**src/rtl/mdr_unit_pkg.sv**
```systemverilog
// mdr_unit shared types: access-size codes, FSM states
// and the byte-enable mask helper.
package mdr_unit_pkg;

  localparam logic [1:0] SZ_WORD = 2'b00;
  localparam logic [1:0] SZ_HALF = 2'b01;
  localparam logic [1:0] SZ_BYTE = 2'b10;
  localparam logic [1:0] SZ_ILL  = 2'b11;

  typedef enum logic [1:0] {
    S_IDLE,
    S_RD_WAIT,
    S_WR_WAIT,
    S_DONE
  } state_t;

  // Mask sized for the widest bus (8 lanes); callers truncate.
  function automatic logic [7:0] be_mask(
    input logic [1:0] sz,
    input logic [2:0] off
  );
    logic [7:0] m;
    case (sz)
      SZ_HALF: m = 8'b0000_0011 << off;
      SZ_BYTE: m = 8'b0000_0001 << off;
      default: m = 8'hFF;
    endcase
    return m;
  endfunction

endpackage

```
**src/rtl/mdr_unit_if.sv**
```systemverilog
// Memory port of mdr_unit: request/ack handshake plus data.
// master = MDR side, slave = memory side.
interface mdr_unit_if #(
  parameter int DATA_W = 32
);
  logic                mem_req;
  logic                mem_we;
  logic [DATA_W/8-1:0] mem_be;
  logic [DATA_W-1:0]   mem_wdata;
  logic [DATA_W-1:0]   mem_rdata;
  logic                mem_ack;

  modport master (
    output mem_req, mem_we, mem_be, mem_wdata,
    input  mem_rdata, mem_ack
  );

  modport slave (
    input  mem_req, mem_we, mem_be, mem_wdata,
    output mem_rdata, mem_ack
  );
endinterface

```
**src/rtl/mdr_lane_extract.sv**
```systemverilog
// Read-path lane select with zero/sign extension.
// i_data/i_size/i_sext/i_off in, o_data extended value out.
module mdr_lane_extract
  import mdr_unit_pkg::*;
#(
  parameter  int DATA_W = 32,
  localparam int AW     = $clog2(DATA_W/8)
) (
  input  logic [DATA_W-1:0] i_data,
  input  logic [1:0]        i_size,
  input  logic              i_sext,
  input  logic [AW-1:0]     i_off,
  output logic [DATA_W-1:0] o_data
);

  logic [DATA_W-1:0] w_sh;
  logic              w_s16;
  logic              w_s8;

  // Word accesses are always at offset 0, so w_sh is the raw word.
  assign w_sh  = i_data >> {i_off, 3'b000};
  assign w_s16 = i_sext & w_sh[15];
  assign w_s8  = i_sext & w_sh[7];

  always_comb begin
    o_data = w_sh;
    case (i_size)
      SZ_HALF: o_data = {{(DATA_W-16){w_s16}}, w_sh[15:0]};
      SZ_BYTE: o_data = {{(DATA_W-8){w_s8}}, w_sh[7:0]};
      default: o_data = w_sh;
    endcase
  end

endmodule

```
**src/rtl/mdr_unit.sv**
```systemverilog
// Memory data register with its own req/ack memory handshake.
// Ports: clk, clr (async low), bus/cmd inputs, mem port, Q/busy/done/err.
module mdr_unit
  import mdr_unit_pkg::*;
#(
  parameter  int DATA_W  = 32,
  parameter  int TIMEOUT = 15,
  localparam int NB      = DATA_W/8,
  localparam int AW      = $clog2(NB)
) (
  input  logic              clk,
  input  logic              clr,
  input  logic [DATA_W-1:0] BusMuxOut,
  input  logic              MDRin,
  input  logic              Read,
  input  logic              Write,
  input  logic [1:0]        size,
  input  logic              sext,
  input  logic [AW-1:0]     addr_lo,
  mdr_unit_if.master        mem,
  output logic [DATA_W-1:0] Q,
  output logic              busy,
  output logic              done,
  output logic              err
);

  state_t            r_state;
  logic [7:0]        r_cnt;
  logic [DATA_W-1:0] r_q;
  logic              r_req;
  logic              r_we;
  logic [NB-1:0]     r_be;
  logic [DATA_W-1:0] r_wdata;
  logic              r_busy;
  logic              r_done;
  logic              r_err;
  logic [1:0]        r_size;
  logic              r_sext;
  logic [AW-1:0]     r_off;

  logic              w_legal;
  logic [NB-1:0]     w_be;
  logic [DATA_W-1:0] w_rep;
  logic [DATA_W-1:0] w_ext;
  logic [8:0]        w_cnt_nxt;
  logic              w_tmo;

  assign w_legal = (size != SZ_ILL)
                && !(size == SZ_HALF && addr_lo[0])
                && !(size == SZ_WORD && addr_lo != '0);

  assign w_be = NB'(be_mask(size, 3'(addr_lo)));

  always_comb begin
    w_rep = r_q;
    case (size)
      SZ_HALF: w_rep = {(DATA_W/16){r_q[15:0]}};
      SZ_BYTE: w_rep = {(DATA_W/8){r_q[7:0]}};
      default: w_rep = r_q;
    endcase
  end

  // Abort once the request has been up TIMEOUT cycles.
  assign w_cnt_nxt = {1'b0, r_cnt} + 9'd1;
  assign w_tmo     = (w_cnt_nxt == 9'(TIMEOUT));

  mdr_lane_extract #(.DATA_W(DATA_W)) u_ext (
    .i_data (mem.mem_rdata),
    .i_size (r_size),
    .i_sext (r_sext),
    .i_off  (r_off),
    .o_data (w_ext)
  );

  always_ff @(posedge clk or negedge clr) begin
    if (!clr) begin
      r_state <= S_IDLE;
      r_cnt   <= '0;
      r_q     <= '0;
      r_req   <= 1'b0;
      r_we    <= 1'b0;
      r_be    <= '0;
      r_wdata <= '0;
      r_busy  <= 1'b0;
      r_done  <= 1'b0;
      r_err   <= 1'b0;
      r_size  <= SZ_WORD;
      r_sext  <= 1'b0;
      r_off   <= '0;
    end else begin
      unique case (r_state)
        S_IDLE: begin
          if (Read || Write) begin
            r_size <= size;
            r_sext <= sext;
            r_off  <= addr_lo;
            r_cnt  <= '0;
            r_busy <= 1'b1;
            if (w_legal) begin
              r_state <= Read ? S_RD_WAIT : S_WR_WAIT;
              r_err   <= 1'b0;
              r_req   <= 1'b1;
              r_we    <= !Read;
              r_be    <= w_be;
              r_wdata <= Read ? '0 : w_rep;
            end else begin
              r_state <= S_DONE;
              r_err   <= 1'b1;
              r_done  <= 1'b1;
            end
          end else if (MDRin) begin
            r_q <= BusMuxOut;
          end
        end
        S_RD_WAIT, S_WR_WAIT: begin
          if (mem.mem_ack || w_tmo) begin
            r_state <= S_DONE;
            r_req   <= 1'b0;
            r_we    <= 1'b0;
            r_be    <= '0;
            r_wdata <= '0;
            r_done  <= 1'b1;
            r_err   <= !mem.mem_ack;
            if (mem.mem_ack && r_state == S_RD_WAIT)
              r_q <= w_ext;
          end else begin
            r_cnt <= w_cnt_nxt[7:0];
          end
        end
        S_DONE: begin
          r_state <= S_IDLE;
          r_done  <= 1'b0;
          r_busy  <= 1'b0;
        end
        default: r_state <= S_IDLE;
      endcase
    end
  end

  assign mem.mem_req   = r_req;
  assign mem.mem_we    = r_we;
  assign mem.mem_be    = r_be;
  assign mem.mem_wdata = r_wdata;
  assign Q             = r_q;
  assign busy          = r_busy;
  assign done          = r_done;
  assign err           = r_err;

endmodule

```
**src/flat_wrapper.sv**
```systemverilog
// flat-port wrapper written by rule: the top's interface ports become plain ports
module mdr_unit_flat import mdr_unit_pkg::*;
#(
  parameter  int DATA_W  = 32,
  parameter  int TIMEOUT = 15,
  localparam int NB      = DATA_W/8,
  localparam int AW      = $clog2(NB)
)
  (clk, clr, BusMuxOut, MDRin, Read, Write, size, sext, addr_lo, Q, busy, done, err, mem_mem_req, mem_mem_we, mem_mem_be, mem_mem_wdata, mem_mem_rdata, mem_mem_ack);
  mdr_unit_if #(.DATA_W(DATA_W)) mem_i ();
  input  logic clk;
  input  logic clr;
  input  logic [DATA_W-1:0] BusMuxOut;
  input  logic MDRin;
  input  logic Read;
  input  logic Write;
  input  logic [1:0] size;
  input  logic sext;
  input  logic [AW-1:0] addr_lo;
  output logic [DATA_W-1:0] Q;
  output logic busy;
  output logic done;
  output logic err;
  output wire logic [$bits(mem_i.mem_req)-1:0] mem_mem_req;
  output wire logic [$bits(mem_i.mem_we)-1:0] mem_mem_we;
  output wire logic [$bits(mem_i.mem_be)-1:0] mem_mem_be;
  output wire logic [$bits(mem_i.mem_wdata)-1:0] mem_mem_wdata;
  input wire logic [$bits(mem_i.mem_rdata)-1:0] mem_mem_rdata;
  input wire logic [$bits(mem_i.mem_ack)-1:0] mem_mem_ack;
  assign mem_mem_req = mem_i.mem_req;
  assign mem_mem_we = mem_i.mem_we;
  assign mem_mem_be = mem_i.mem_be;
  assign mem_mem_wdata = mem_i.mem_wdata;
  assign mem_i.mem_rdata = mem_mem_rdata;
  assign mem_i.mem_ack = mem_mem_ack;
  mdr_unit #(.DATA_W(DATA_W), .TIMEOUT(TIMEOUT)) u_core (.clk(clk), .clr(clr), .BusMuxOut(BusMuxOut), .MDRin(MDRin), .Read(Read), .Write(Write), .size(size), .sext(sext), .addr_lo(addr_lo), .mem(mem_i), .Q(Q), .busy(busy), .done(done), .err(err));
endmodule
```
**config.mk**
```make
export PLATFORM = sky130hd
export DESIGN_NAME = mdr_unit_flat
export DESIGN_NICKNAME = d
export VERILOG_FILES = /design/src/rtl/mdr_unit_pkg.sv /design/src/rtl/mdr_unit_if.sv /design/src/rtl/mdr_lane_extract.sv /design/src/rtl/mdr_unit.sv /design/src/flat_wrapper.sv
export SDC_FILE = /design/constraint.sdc
export NUM_CORES = 1
export LEC_CHECK = 0
export CELL_PAD_IN_SITES_DETAIL_PLACEMENT = 1
export CELL_PAD_IN_SITES_GLOBAL_PLACEMENT = 2
export CORE_ASPECT_RATIO = 0.5
export CORE_MARGIN = 2
export CORE_UTILIZATION = 29
export DETAILED_ROUTE_END_ITERATION = 12
export PLACE_DENSITY = 0.84
export SYNTH_ARGS = -nofsm -noshare
export SYNTH_HDL_FRONTEND = slang
export SYNTH_SLANG_ARGS = --single-unit
```
**constraint.sdc**
```tcl
create_clock -name clk -period 3.37 [get_ports clk]
set_clock_uncertainty 0.1 [all_clocks]
set_input_delay 0.674 -clock clk [delete_from_list [all_inputs] [get_ports clk]]
set_output_delay 0.674 -clock clk [all_outputs]
set_load 0.005 [all_outputs]
```
# Word-level counts from Yosys, hierarchy flattened
# Cells that the tools add are included.
[op_classes]
bitwise_logic = 2
muxes = 42
shifts = 3
eq_ne = 17
addsub = 1
reduce_logical = 25
[op_table]
columns = ["cell", "count"]
rows = [
  ["2-to-1 mux 32 bit", 8],
  ["one-hot mux 32 bit (2 select lines)", 4],
  ["right shift 32 x 5 -> 32 bit", 1],
  ["2-to-1 mux 8 bit", 2],
  ["one-hot mux 4 bit (2 select lines)", 2],
  ["one-hot mux 8 bit (2 select lines)", 1],
  ["2-to-1 mux 1 bit", 12],
  ["2-to-1 mux 4 bit", 3],
  ["!= test 2 bit, second input constant", 5],
  ["adder 8 x 1 -> 9 bit, second input constant", 1],
  ["== test 9 x 4 -> 1 bit, second input constant", 1],
  ["AND reduction 3 bit", 3],
  ["== test 2 bit, second input constant", 4],
  ["2-to-1 mux 2 bit", 4],
  ["!= test 2 x 1 -> 1 bit, second input constant", 4],
  ["one-hot mux 1 bit (2 select lines)", 4],
  ["== test 2 x 1 -> 1 bit, second input constant", 3],
  ["one-hot mux 2 bit (3 select lines)", 1],
  ["AND reduction 2 bit", 3],
  ["nonzero test 2 bit", 3],
  ["logical AND 1 bit", 5],
  ["AND reduction 5 bit", 1],
  ["zero test 1 bit", 4],
  ["zero test 2 bit", 2],
  ["other kinds (7)", 9],
]
[totals]
register_bits = 88
output_inout_bits = 73
inputBits = 75

# Logic depth before layout (Yosys ltp)
[depth]
ltp_word = 8
ltp_mapped = 11
depth_no_buf = 8

# Modules after synthesis
# Synthesis repeated with hierarchy kept, for this count alone.
[unflattened]
cells_unflattened = 517
hier_area_um2 = 5154.9
[modules_own_cells]
columns = ["module", "seq_area_each_um2", "area_per_inst_um2", "instances", "cells_per_inst"]
rows = [
  ["mdr_unit", 2202.1, 4381.7, 1, 407],
  ["mdr_lane_extract", 0.0, 773.2, 1, 110],
]

# Worst setup path before layout
# OpenSTA, ideal clock, no wires.
[synth_path]
kind = "in2reg"
start = "in size[1]"
end = "reg u_core.r_wdata[30], in the netlist u_core.mem.mem_wdata[30]"
path_buffers = 2
arrival_time_ns = 2.408
path_slack_ns = 0.784
stages = 10
cell_sequence = "inv_1 -> ha_1 -> buf_2 -> nor2_1 -> o21bai_1 -> or2_2 -> nor4b_2 -> buf_2 -> nand2_1 -> o2bb2ai_1"
[synth_via]
elab_chain_cells = 7
[synth_rtl]
columns = ["element", "line", "source"]
rows = [
  ["from (decl)", "flat_wrapper.sv:17", "input logic [1:0] size;"],
  ["branches (longest 7 deep; another with one-hot mux 32 bit (2 select lines))", "n/a", ""],
  ["to (signal assigned)", "mdr_unit.sv:105", "r_wdata <= Read ? '0 : w_rep;"],
  ["to (decl)", "mdr_unit.sv:33", "logic [DATA_W-1:0] r_wdata;"],
]
# Parallel ways; which one is timed is not known. The select of a mux whose other input is x is not followed.
# A chain may end at the register's enable or synchronous reset.

# Worst setup path after layout
[layout_path]
start = "in mem_mem_rdata[31]"
end = "reg u_core.r_q[23], in the netlist u_core.Q[23]"
[layout_via]
elab_chain_cells = 6
[layout_rtl]
columns = ["element", "line", "source"]
rows = [
  ["from (decl)", "flat_wrapper.sv:28", "input wire logic [$bits(mem_i.mem_rdata)-1:0] mem_mem_rdata;"],
  ["right shift 32 x 5 -> 32 bit (*)", "mdr_lane_extract.sv:21", "assign w_sh = i_data >> {i_off, 3'b000};"],
  ["AND 1 bit (on tied branches)", "mdr_lane_extract.sv:23, mdr_lane_extract.sv:22", ""],
  ["one-hot mux 32 bit (2 select lines) (*)", "mdr_lane_extract.sv:27", "case (i_size)"],
  ["2-to-1 mux 32 bit (*)", "mdr_unit.sv:124", "if (mem.mem_ack && r_state == S_RD_WAIT)"],
  ["2-to-1 mux 32 bit (*)", "mdr_unit.sv:116", "if (mem.mem_ack || w_tmo) begin"],
  ["one-hot mux 32 bit (2 select lines) (*)", "mdr_unit.sv:91", "unique case (r_state)"],
  ["to (signal assigned)", "mdr_unit.sv:112", "r_q <= BusMuxOut;"],
  ["to (signal assigned)", "mdr_unit.sv:125", "r_q <= w_ext;"],
  ["to (decl)", "mdr_unit.sv:29", "logic [DATA_W-1:0] r_q;"],
]
# Every way passes the cells marked *; elsewhere a longest branch is shown, timed or not. The select of a mux whose other input is x is not followed.

==> impl_metrics.json <==
{
  "outcome": "complete, no violations",
  "yosysMostFrequentCell": "dfrtp_1",
  "async_flop_share_pct": 100,
  "post_cts_buffers": 0,
  "regArea_mm2": 0.00220,
  "coreArea_mm2": 0.0172,
  "grt_setup_unrepaired": "no",
  "synth-edff-count": 0,
  "multiInputGateArea_mm2": 0.00254,
  "hold_path_class": "in2async",
  "h-tree-depth": 3,
  "yosysSeqAreaShare_pct": 43.5,
  "post_cts_resized": 0,
  "ios": 148,
  "peakVddDrop_uv": 464,
  "num_rows": 34,
  "yosysTopAreaCell": "dfrtp_1",
  "antenna_found_initial": 0,
  "start_util_pct": 29.4,
  "ys_top_cells_by_count": "dfrtp_1, mux2i_1, nor2_1",
  "numCtsBuffers": 9,
  "drive_above_1_share_pct": 8.51,
  "cts_sinks": 88,
  "drt_iter0_drc": 307,
  "setup_viol": 0,
  "numPortBuffers": 147,
  "first_global_vias": 4867,
  "min_period_ns": 2.89,
  "syn-cell-area_mm2": 0.00506,
  "synthDistinctLibCells": 54,
  "setup_tns_ns": 0,
  "synth.avg_cell_area_um2": 9.76,
  "vias": 4512,
  "cap_violations": 0,
  "grt_pass1_wl_um": 28000,
  "leakage_nw": 3.03,
  "cts_buffer_depth": 2,
  "drtAntennaViolNets": 0,
  "final_max_slew_viol_count": 0,
  "syn_inst": 519,
  "fmax_ghz": 0.346,
  "syn_to_final_growth_pct": 40.6,
  "fp.dieH_um": 97.4,
  "die_x_um": 191,
  "p_per_area_mw_per_mm2": 942,
  "critPathCaptureType": "flip-flop",
  "ys_warn_count": 0,
  "crit_required_ns": 3.53,
  "fillerInstances": 1946,
  "grt_usage_pct": 19.4,
  "ys_seq_elements": 88,
  "final_hold_viol_count": 0,
  "clk_pin_slew_worst_paths_ns": 0.07,
  "start_kind": "input pin",
  "maxSlewHeadroom_pct": 14.9,
  "routed_wl_um": 17300,
  "insertion_delay_ns": 0.35,
  "wl_per_cell_um": 19.4,
  "dominantRegCellSynth": "dfrtp_1",
  "drt-vias-per-instance": 5.06,
  "antenna_cells": 0,
  "crit_arrival_ns": 3.05,
  "cts_tree": "done",
  "drtPass1Iterations": 4,
  "final_nets": 740,
  "drc": 0,
  "fin_area_mm2": 0.00712,
  "gr-total-overflow": 0,
  "grt_max_degree": 54,
  "worstMarginPinSlew_ns": 1.27,
  "synth_fp_nets": 606,
  "synth.top_cell.area_share_pct": 43.5,
  "clockRootBuffer": "clkbuf_16",
  "gp_congestion": 0.794,
  "worstPathMaxFanout": 16,
  "die-area_mm2": 0.0186,
  "path_class": "in2reg",
  "ys_top_cells_by_area": "dfrtp_1, mux2i_1, a22o_1",
  "hold_buffers": 0,
  "period_share_pct": 85.7,
  "dp_hpwl_um": 13100,
  "placedInstanceArea_mm2": 0.00681
}
-- path summary, 6_finish.rpt --
path                                           end  slack, ns  cells past startpoint         startpoint
max                                   u_core.Q[23]       0.48                      7  mem_mem_rdata[31]
max in group asynchronous  u_core.mem.mem_wdata[8]       2.13                      2                clr
min in group clk                 u_core.mem.mem_we       0.39                      1  u_core.mem.mem_we
min                              u_core.mem.mem_we       0.27                      1                clr
max reg2reg                           u_core.Q[23]       0.58                      7    u_core.r_off[1]
min reg2reg                      u_core.mem.mem_we       0.39                      1  u_core.mem.mem_we
-- cell families after synthesis --
logic type | Yosys count | share of synthesized area, %
AO/OA/AOI/OAI | 153 | 21.2
XOR/XNOR | 3 | 0.667
adder cells (fa/ha/maj) | 12 | 2.97
buffers and inverters | 76 | 6.52
flip-flops | 88 | 43.5
multiplexers | 63 | 13.2
AND/OR/NAND/NOR | 124 | 12.0
-- flip-flops by register name, summed over array words and instances (netlist names), 2 cells and up --
name,cells
u_core.Q,32
u_core.mem.mem_be,4
u_core.mem.mem_wdata,32
u_core.r_cnt,8
u_core.r_off,2
u_core.r_size,2
u_core.r_state,2
-- per-layer routing --
metal,routed length (um),global-route usage (%),share of wire (%)
met3,408,3.11,2.4
met2,8700,33.3,50
met4,199,3.64,1.1
met5,0,0,0
met1,8010,25.8,46
-- cell type report --
cell class	count	share of cell area, %
clock inverter	7	1.25
sequential	88	30.9
inverter	37	1.95
clock buffer	9	3.16
timing repair buffer	162	22.9
multi-input combinational	355	35.7
tap	234	4.11
-- through the flow --
stage	setup slack, ns	std cells	power [W]	util [%]	hold WS [ns]
2_1_floorplan	0.784	519	0.00408	-	0.278
3_3_place_gp	0.223	876	0.00559	39.5	0.365
3_5_place_dp	0.112	876	0.00571	39.5	0.382
4_1_cts	0.499	892	0.00678	41.3	0.295
5_1_grt	0.204	892	0.00720	41.3	0.317
6_report	0.482	892	0.00670	41.3	0.269
-- cell usage in the layout, fill, tap and decap left out, drive strengths merged, types with 2 or more instances in the layout --
master         Yosys  layout
o2bb2ai           19      19
nand2b             5       5
nand2             35      35
o21ai             33      33
inv               37      40
mux2i             41      41
a22oi              8       8
a211oi             8       8
o22ai             17      17
a21o               6       6
a22o              26      26
dfrtp             88      88
xnor2              2       2
and3               2       2
nand4b             2       2
nor3               3       3
clkinv             0       4
mux2              21      21
clkbuf            21       9
ha                12      12
buf               18      16
nand4              3       3
a31oi              2       2
and2               8       8
nand3              9       9
nor2b              8       8
o21a               5       5
a21oi             21      21
clkdlybuf4s50      0     146
or2                2       2
nor2              40      40
-- worst max-delay path, stage by stage --
cell and delay, ns:
clkdlybuf4s50_1 0.52, mux4_2 0.26, nand2_1 0.07, a21boi_0 0.12
o21ai_1 0.97, o22ai_1 0.24, mux2i_1 0.20
-- where the power goes --
| group | internal, W | switching (W) | leakage [nW] | total, W |
|---|---|---|---|---|
| Combinational | 0.00181 | 0.00197 | 1.75 | 0.00378 |
| Clock | 0.000534 | 0.000500 | 0.152 | 0.00103 |
| Sequential | 0.00144 | 0.000441 | 1.13 | 0.00189 |
(Power assumes the default switching activity.)
